File: config.mk
export PLATFORM = sky130hd
export DESIGN_NAME = comma_lock_ctrl
export DESIGN_NICKNAME = d
export VERILOG_FILES = /design/src/rtl/comma_lock_pkg.sv /design/src/rtl/sat_counter.sv /design/src/rtl/comma_lock_ctrl.sv
export SDC_FILE = /design/constraint.sdc
export NUM_CORES = 1
export LEC_CHECK = 0
export ABC_AREA = 0
export CORE_MARGIN = 3
export CORE_UTILIZATION = 51
export CTS_BUF_LIST = sky130_fd_sc_hd__clkbuf_4 sky130_fd_sc_hd__clkbuf_8 sky130_fd_sc_hd__clkbuf_16
export CTS_CLUSTER_SIZE = 20
export DETAILED_ROUTE_END_ITERATION = 8
export PLACE_DENSITY = 0.83
export SLEW_MARGIN = 15
export SYNTH_ARGS = -nofsm -noshare
export SYNTH_HDL_FRONTEND = slang
export SYNTH_SLANG_ARGS = --single-unit
File: constraint.sdc
create_clock -name clk -period 1.95 [get_ports clk]
set_input_delay 0.39 -clock clk [delete_from_list [all_inputs] [get_ports clk]]
set_output_delay 0.39 -clock clk [all_outputs]
set_load 0.01 [all_outputs]
File: src/rtl/comma_lock_pkg.sv
// Shared state encoding and default tuning for the receive symbol-lock controller.
package comma_lock_pkg;

  typedef enum logic [1:0] {
    IDLE    = 2'b00,
    ACQUIRE = 2'b01,
    LOCKED  = 2'b10,
    CHECK   = 2'b11
  } lock_state_t;

  localparam int unsigned LOCK_COMMAS_DEF   = 3;
  localparam int unsigned COMMA_GAP_MAX_DEF = 64;
  localparam int unsigned ERR_LIMIT_DEF     = 4;
  localparam int unsigned GOOD_RECOVER_DEF  = 4;
  localparam int unsigned CNT_W_DEF         = 7;

endpackage

File: src/rtl/sat_counter.sv
// Up/down counter that sticks at all-ones and at zero; synchronous clear has priority.
module sat_counter #(
  parameter int unsigned W = 8
) (
  input  logic         clk,
  input  logic         rst_n,
  input  logic         clr,
  input  logic         inc,
  input  logic         dec,
  output logic [W-1:0] cnt
);

  always_ff @(posedge clk or negedge rst_n) begin
    if (!rst_n) begin
      cnt <= '0;
    end else if (clr) begin
      cnt <= '0;
    end else if (inc && !dec && cnt != '1) begin
      cnt <= cnt + 1'b1;
    end else if (dec && !inc && cnt != '0) begin
      cnt <= cnt - 1'b1;
    end
  end

endmodule

File: src/rtl/comma_lock_ctrl.sv
// Receive symbol-lock controller: comma-counted acquisition, error-budgeted lock hold.
// Optional macro COMMA_LOCK_STATS_EN adds a saturating lock_loss_cnt output.
module comma_lock_ctrl
  import comma_lock_pkg::*;
#(
  parameter int unsigned LOCK_COMMAS   = LOCK_COMMAS_DEF,
  parameter int unsigned COMMA_GAP_MAX = COMMA_GAP_MAX_DEF,
  parameter int unsigned ERR_LIMIT     = ERR_LIMIT_DEF,
  parameter int unsigned GOOD_RECOVER  = GOOD_RECOVER_DEF,
  parameter int unsigned CNT_W         = CNT_W_DEF
) (
  input  logic        clk,
  input  logic        rst_n,
  input  logic        en,
  input  logic        sym_valid,
  input  logic        comma_pulse,
  input  logic        code_err,
  output logic        align_en,
  output logic        rx_locked,
  output logic        rx_valid,
  output logic        lock_lost,
  output logic [1:0]  state
`ifdef COMMA_LOCK_STATS_EN
  ,
  output logic [15:0] lock_loss_cnt
`endif
);

  localparam int unsigned CC_W   = $clog2(LOCK_COMMAS + 1);
  localparam int unsigned ERR_W  = $clog2(ERR_LIMIT + 1);
  localparam int unsigned GOOD_W = $clog2(GOOD_RECOVER + 1);

  lock_state_t       cur_state;
  logic [CC_W-1:0]   comma_cnt;
  logic [CNT_W-1:0]  gap_cnt;
  logic [GOOD_W-1:0] good_cnt;
  logic [ERR_W-1:0]  err_cnt;
  logic              err_clr, err_inc, err_dec;
  logic              sym_ok, sym_bad, is_locked;

  assign sym_ok    = sym_valid & ~code_err;
  assign sym_bad   = sym_valid & code_err;
  assign is_locked = (cur_state == LOCKED) || (cur_state == CHECK);
  assign state     = cur_state;

  // err_cnt lives in sat_counter, so its controls mirror the FSM's CHECK decisions
  always_comb begin
    err_clr = 1'b0;
    err_inc = 1'b0;
    err_dec = 1'b0;
    if (!en) begin
      err_clr = 1'b1;
    end else begin
      case (cur_state)
        IDLE:   err_clr = 1'b1;
        LOCKED: err_inc = sym_bad;
        CHECK: begin
          if (sym_bad) begin
            if (err_cnt == ERR_W'(ERR_LIMIT - 1)) err_clr = 1'b1;
            else                                  err_inc = 1'b1;
          end else if (sym_ok && good_cnt == GOOD_W'(GOOD_RECOVER - 1)) begin
            err_dec = 1'b1;
          end
        end
        default: ;
      endcase
    end
  end

  sat_counter #(.W(ERR_W)) u_err_cnt (
    .clk   (clk),
    .rst_n (rst_n),
    .clr   (err_clr),
    .inc   (err_inc),
    .dec   (err_dec),
    .cnt   (err_cnt)
  );

  always_ff @(posedge clk or negedge rst_n) begin
    if (!rst_n) begin
      cur_state <= IDLE;
      comma_cnt <= '0;
      gap_cnt   <= '0;
      good_cnt  <= '0;
      align_en  <= 1'b0;
      rx_locked <= 1'b0;
      rx_valid  <= 1'b0;
      lock_lost <= 1'b0;
    end else begin
      lock_lost <= 1'b0;
      rx_valid  <= en && is_locked && sym_ok;
      if (!en) begin
        cur_state <= IDLE;
        comma_cnt <= '0;
        gap_cnt   <= '0;
        good_cnt  <= '0;
        align_en  <= 1'b0;
        rx_locked <= 1'b0;
        lock_lost <= is_locked;
      end else begin
        case (cur_state)
          IDLE: begin
            cur_state <= ACQUIRE;
            comma_cnt <= '0;
            gap_cnt   <= '0;
            good_cnt  <= '0;
            align_en  <= 1'b1;
            rx_locked <= 1'b0;
          end
          ACQUIRE: begin
            if (sym_bad) begin
              comma_cnt <= '0;
              gap_cnt   <= '0;
            end else if (sym_valid && comma_pulse) begin
              gap_cnt <= '0;
              if (comma_cnt == CC_W'(LOCK_COMMAS - 1)) begin
                cur_state <= LOCKED;
                comma_cnt <= '0;
                align_en  <= 1'b0;
                rx_locked <= 1'b1;
              end else begin
                comma_cnt <= comma_cnt + 1'b1;
              end
            end else if (sym_valid) begin
              if (gap_cnt == CNT_W'(COMMA_GAP_MAX - 1)) begin
                comma_cnt <= '0;
                gap_cnt   <= '0;
              end else begin
                gap_cnt <= gap_cnt + 1'b1;
              end
            end
          end
          LOCKED: begin
            if (sym_bad) begin
              cur_state <= CHECK;
              good_cnt  <= '0;
            end
          end
          CHECK: begin
            if (sym_bad) begin
              good_cnt <= '0;
              if (err_cnt == ERR_W'(ERR_LIMIT - 1)) begin
                cur_state <= ACQUIRE;
                comma_cnt <= '0;
                gap_cnt   <= '0;
                align_en  <= 1'b1;
                rx_locked <= 1'b0;
                lock_lost <= 1'b1;
              end
            end else if (sym_ok) begin
              if (good_cnt == GOOD_W'(GOOD_RECOVER - 1)) begin
                good_cnt <= '0;
                if (err_cnt == ERR_W'(1)) cur_state <= LOCKED;
              end else begin
                good_cnt <= good_cnt + 1'b1;
              end
            end
          end
          default: cur_state <= IDLE;
        endcase
      end
    end
  end

`ifdef COMMA_LOCK_STATS_EN
  sat_counter #(.W(16)) u_loss_cnt (
    .clk   (clk),
    .rst_n (rst_n),
    .clr   (1'b0),
    .inc   (lock_lost),
    .dec   (1'b0),
    .cnt   (lock_loss_cnt)
  );
`endif

endmodule
==> run_results.csv, run 1 <==
group,metric,value,unit
worst_setup_path,cp-end-kind,"register",
die,core,2570,um2
synthesis,yosysSeqAreaShare,36.5,%
detailed_routing,num_vias,1294,
worst_setup_path,r2r-end,"state[0]$_DFFE_PN0P_",
global_route,grt_antenna_before_repair,0,
synthesis,synthFlopType,"dfrtp_1",
layout,register_area,527,um2
timing,slew_viol_final,0,
worst_setup_path,path_class,"register to register",
outcome,status,"finished, final reports clean",
worst_setup_path,crit_path_max_fanout,14,
synthesis,synth_area,1440,um2
worst_setup_path,start_kind,"register",
worst_setup_path,r2r_start,"state[0]$_DFFE_PN0P_",
clocking,clkLatencyLatePin,310,ps
placement,portBuffers,11,
clocking,cts_buffers,3,
global_route,grt_use_total,21.3,%
synthesis,ys_seq_elements,21,
detailed_routing,firstDrtPassIters,4,
die,fp.dieW,59.1,um
detailed_routing,drt-total-wl,3350,um
die,placementRows,18,
layout,multi_input_area,877,um2
global_route,grt_pass1_wl,5800,um
worst_setup_path,worstPathArrival,2130,ps
power,peakVddDrop,0.000668,V
die,initial_utilization,56.0,%
placement,dp_slack,-229,ps
worst_setup_path,crit_family,"compound AO/OA/AOI/OAI gates",
layout,n_fill_cell,181,
timing,final.setup.tns,0,ps
placement,hpwl,2500,um
clocking,tritoncts,"yes",
timing,max_slew_margin,75.2,%
detailed_routing,drtIter0Drc,126,
worst_setup_path,critPathMaxStageDelay,420,ps
worst_setup_path,cp_data_required_time,2210,ps
power,leakage,0.000845,uW
power,power_density,912,nW/um2
synthesis,ys_types,48,
timing,worst_slack,75.7,ps
placement,dp.cells,208,
layout,area_growth,27.4,%
clocking,cts.sinks,21,
flow_run,max_cap_viol_count,0,
layout,final_cells,216,
layout,layout.nets,206,
timing,fmax,534,MHz
global_route,grt_pass1_vias,1273,
layout,layout-drive-gt1-share,26.9,%
worst_setup_path,r2r_slack,80,ps
timing,fin_worst_skew,3.34,ps
clocking,cts-htree-levels,1,
synthesis,synth_area_per_cell,9.53,um2
layout,antenna_cells,0,
synthesis,async_reset_ff_share,100,%
clocking,cts.reportedPaths.clkPinSlew,110,ps
timing,worstMarginPinSlew,370,ps
timing,finalHoldViolCount,0,
clocking,cts-root-buf,"clkbuf_4",
placement,routabilityCongestion,0.861,
worst_setup_path,path_buf_inv,1,
detailed_routing,wire_per_inst,15.5,um
worst_setup_path,cp-startpoint,"state[0]$_DFFE_PN0P_",
worst_setup_path,cp_slowest_cell,"dfrtp_1",
layout,final_core_util,71.4,%
worst_setup_path,endpoint,"state[0]$_DFFE_PN0P_",
detailed_routing,drc,0,
synthesis,synth-warning-count,0,
worst_hold_path,min_path_type,"input port to asynchronous set/reset pin",
timing,fin_crit,1870,ps
worst_setup_path,crit_cells,6,
die,die_y,59.1,um
timing,setup_viol,0,
die,die_area,3490,um2
timing,fin_crit_sh,96.1,%
synthesis,syn_nets,170,
worst_setup_path,r2r_cells,6,
clocking,cts_hold_buf,0,
clocking,clockBufferDepth,2,
detailed_routing,final_antenna_net_count,0,
die,pin_count,12,
synthesis,synth_edf_count,0,
synthesis,synthCells,151,
detailed_routing,via_per_inst,5.99,
worst_setup_path,worstPathCellList,"buf_4, ha_2, nor2_2, o21ai_1, a2111oi_2, o221a_1",
global_route,grt_max_degree,22,
global_route,grt-ovfl-total,0,
through the flow:
stage	cell area [um2]	power [uW]	hold slack [ps]
6_report	1830	1670	412
5_1_grt	1830	1800	433
4_1_cts	1780	1600	410
3_5_place_dp	1730	1330	482
3_3_place_gp	1730	1290	465
2_1_floorplan	1440	1010	94.4
cell families after synthesis:
kind of cell | share of synthesized area, %
AO/OA/AOI/OAI | 23.1
XOR/XNOR | 0.609
adder cells (fa/ha/maj) | 11.3
buffers and inverters | 5.91
flip-flops | 36.5
multiplexers | 1.48
AND/OR/NAND/NOR | 21.0
flip-flops by register name (all words and copies together), names as in the netlist:
signal         count
gap_cnt            7
rx_locked          1
comma_cnt          2
good_cnt           3
lock_lost          1
rx_valid           1
state              2
u_err_cnt.cnt      3
align_en           1
worst min path at each step:
stage	endpoint	slack (ps)	depth (start not counted)
floorplan	align_en$_DFFE_PN0P_	90	0
global placement	good_cnt[1]$_DFFE_PN0P_	460	2
detailed placement	good_cnt[2]$_DFFE_PN0P_	480	1
CTS	u_err_cnt.cnt[2]$_DFFE_PN0P_	410	2
global route	u_err_cnt.cnt[2]$_DFFE_PN0P_	430	2
finish	state[0]$_DFFE_PN0P_	410	2
cell type report:
cell class / count / area share [%]
clock buffer: 4 / 1.64
inverter: 13 / 2.66
multi-input combinational: 110 / 47.8
sequential: 21 / 28.7
tap: 30 / 2.05
timing repair buffer: 38 / 17.1
power by group:
group	leakage [uW]	internal, uW	total (uW)	switching [uW]
Combinational	0.000539	438	900	462
Clock	0.0000184	93.9	225	132
Sequential	0.000287	491	547	55.1
Total	0.000845	1020	1670	648
metal layers:
metal	GRT usage (%)	part of all wire, %	vias to the layer above
li1	-	-	631
met1	27.9	44	628
met2	37.4	51	31
met3	3.92	4.5	4
met4	2.59	0.51	0
met5	0	0	-
layout by cell type, fill, tap and decap left out, types with 4 or more instances in the layout:
cell              n
buf_4            27
dfrtp_1          20
inv_1            13
clkdlybuf4s50_1  11
ha_1              9
nand3_1           7
nand2_1           6
nor2_1            6
nand2b_1          5
nor2b_1           5
a21oi_1           4
o211ai_1          4
ha_2              4
clkbuf_4          4
cells in the mapped netlist, drive strengths merged (2+ instances only):
master   instances  area (um2)
nor3b            2        15.0
o21ai            6        30.0
buf              2        16.3
o211ai           4        30.0
o2bb2ai          3        26.3
or3              2        17.5
inv             13        48.8
and4b            2        20.0
a2111oi          2        17.5
nand3            7        35.0
a21o             2        15.0
nor4             2        12.5
dfrtp           21         526
nor2             7        26.3
a31oi            3        18.8
and3             3        18.8
o2111ai          2        17.5
nand4            2        12.5
nand2            6        22.5
o221a            3        33.8
o31ai            3        22.5
nand2b           5        31.3
o22ai            2        12.5
ha              13         163
clkbuf           5        20.0
nor2b            5        31.3
nand3b           2        27.5
o21a             3        22.5
a21oi            5        25.0
timing repair:
item                                    4_1_cts  5_1_grt
setup buffers                                 3        1
pin swaps                                     0        1
resized for setup                             4       14
endpoints found under the setup margin        4       11
cloned                                        0        0
(Power assumes the default switching activity.)
==> run 2: changes to the inputs <==
--- a/config.mk
+++ b/config.mk
@@ -11,6 +11,7 @@
 export CTS_BUF_LIST = sky130_fd_sc_hd__clkbuf_4 sky130_fd_sc_hd__clkbuf_8 sky130_fd_sc_hd__clkbuf_16
 export CTS_CLUSTER_SIZE = 20
 export DETAILED_ROUTE_END_ITERATION = 8
+export GPL_TIMING_DRIVEN = 0
 export PLACE_DENSITY = 0.83
 export SLEW_MARGIN = 15
 export SYNTH_ARGS = -nofsm -noshare
==> run_results.csv, run 2 (synthesized netlist as in run 1, its figures left out) <==
group,metric,value,unit
layout,reg_top3,"gap_cnt x7, good_cnt x3, u_err_cnt.cnt x3",
global_route,grt_pass1_wl,5380,um
worst_setup_path,r2r-end,"state[1]$_DFFE_PN0P_",
worst_hold_path,holdPathStages,2,
timing,worstMarginPinSlew,988,ps
layout,final_cells,194,
worst_hold_path,min_from,"code_err",
layout,largest_reg_flops,7,
die,die_y,59.1,um
global_route,grt_max_degree,22,
timing,rsz0062_at_grt,"true",
die,initial_utilization,56.0,%
die,die_area,3490,um2
detailed_routing,firstDrtPassIters,7,
outcome,status,"finished, final reports clean",
timing,fmax,530,MHz
global_route,grt_antenna_before_repair,0,
clocking,cts.sinks,21,
detailed_routing,drtIter0Drc,134,
placement,dp_slack,-298,ps
global_route,grt_use_total,19.5,%
worst_setup_path,cp_data_required_time,2160,ps
timing,finalHoldViolCount,0,
power,combPwrFrac,51.2,%
die,fp.dieW,59.1,um
worst_setup_path,crit_path_max_fanout,4,
power,sw_frac_of_total,41.0,%
timing,setup_viol,0,
worst_setup_path,path_class,"register to register",
die,core,2570,um2
power,pwr-share-clk,13.9,%
power,p_int,928,uW
clocking,cts-root-buf,"clkbuf_4",
power,peakVddDrop,0.000684,V
layout,top_register,"gap_cnt",
die,placementRows,18,
worst_setup_path,start_kind,"register",
worst_hold_path,min_path_type,"input port to register",
detailed_routing,drt-total-wl,3170,um
layout,register_area,528,um2
layout,multi_input_area,915,um2
worst_hold_path,hold_end,"rx_valid$_DFF_PN0_",
timing,fin_crit,1890,ps
timing,slew_viol_final,0,
detailed_routing,num_vias,1267,
layout,area_growth,17.5,%
clocking,clockBufferDepth,2,
layout,layout_common_cells,"dfrtp_1, inv_1, ha_1, clkdlybuf4s50_1, nand3_1",
clocking,cts.reportedPaths.clkPinSlew,130,ps
timing,whs,447,ps
global_route,grt_pass1_vias,1242,
layout,n_fill_cell,200,
layout,layout_commonest_cell,"dfrtp_1",
global_route,grt-ovfl-total,0,
timing,worst_slack,63.4,ps
flow_run,max_cap_viol_count,0,
clocking,cts_buffers,3,
power,finalPower,1570,uW
worst_setup_path,cp-end-kind,"register",
power,leakage,0.000737,uW
layout,layout.nets,184,
placement,portBuffers,9,
clocking,cts-htree-levels,1,
layout,layout-drive-gt1-share,17.1,%
placement,dp.cells,190,
power,power_density,930,nW/um2
worst_setup_path,r2r_slack,60,ps
worst_setup_path,worstPathArrival,2090,ps
detailed_routing,wire_per_inst,16.3,um
timing,fin_crit_sh,96.7,%
clocking,clkLatencyLatePin,300,ps
die,pin_count,12,
timing,max_slew_margin,33.9,%
detailed_routing,drc,0,
placement,hpwl,2290,um
detailed_routing,final_antenna_net_count,0,
worst_setup_path,r2r_start,"u_err_cnt.cnt[0]$_DFFE_PN0P_",
layout,antenna_cells,0,
power,pwr-share-seq,34.9,%
timing,fin_worst_skew,3.52,ps
detailed_routing,via_per_inst,6.53,
power,p_switching,645,uW
clocking,tritoncts,"yes",
worst_setup_path,r2r_cells,6,
clocking,cts_hold_buf,0,
placement,routabilityCongestion,0.879,
==> run 2: cell types whose count changed in the layout (fill, tap and decap cells not counted), moves of 2 or more <==
cell             previous run  this run
buf_4                      27         1
o21ai_0                     2         4
clkbuf_2                    0         2
clkdlybuf4s50_1            11         9
ha_2                        4         2
clkbuf_1                    0         2
==> run 2: worst max-delay path: stages (launching register included) <==
cell and delay [ps]:
dfrtp_1 430, ha_1 230, ha_2 200, and3_4 210
a311oi_4 370, a2111oi_2 80, o221a_1 260
==> run 2: worst max-delay path by stage <==
stage,start,end,slack (ps),depth (start not counted)
6_report,u_err_cnt.cnt[0]$_DFFE_PN0P_,state[1]$_DFFE_PN0P_,60,6
5_1_grt,state[0]$_DFFE_PN0P_,state[0]$_DFFE_PN0P_,-110,6
4_1_cts,state[1]$_DFFE_PN0P_,comma_cnt[1]$_DFFE_PN0P_,-10,5
3_5_place_dp,sym_valid,state[1]$_DFFE_PN0P_,-300,6
3_3_place_gp,sym_valid,state[1]$_DFFE_PN0P_,-250,6
2_1_floorplan,state[1]$_DFFE_PN0P_,rx_locked$_DFFE_PN0P_,60,7
==> run 2: layer usage <==
layer  track usage [%]  wire length, um  up-vias
met5                 0                0        -
met4              6.15               62        0
met3              2.83              190       10
met2              34.5             1600       47
met1              24.3             1310      619
li1                  -                -      591
==> run 2: metrics by stage <==
stage | TNS (ps) | area [um2] | utilization [%]
final | 0 | 1690 | 65.8
after floorplan | 0 | 1440 | -
after global placement | -2520 | 1570 | 61.2
after CTS | -22.2 | 1610 | 62.7
after global routing | -137 | 1690 | 65.8
after detailed placement | -3250 | 1570 | 61.2
==> run 2: power by group through the flow <==
| stage | logic, uW | registers [uW] | clock network [uW] |
|---|---|---|---|
| after detailed placement | 660 | 555 | 0 |
| after CTS | 681 | 548 | 225 |
| after global placement | 638 | 550 | 0 |
| after floorplan | 452 | 562 | 0 |
| final | 805 | 549 | 219 |
| after global routing | 884 | 559 | 243 |
==> run 2: cell type report <==
class	instances	area share [%]
plain buffers	6	2.15
clock buffers	3	1.33
clock inverters	1	0.296
inverters	13	2.89
multi-input cells	110	54.1
flip-flops and latches	21	31.2
well taps	30	2.22
repair buffers	10	5.77
==> run 2: timing repair <==
action                     4_1_cts  5_1_grt
pin swaps                        1        2
setup buffers                    0        1
resized for setup                6       18
setup endpoints to repair       13       17
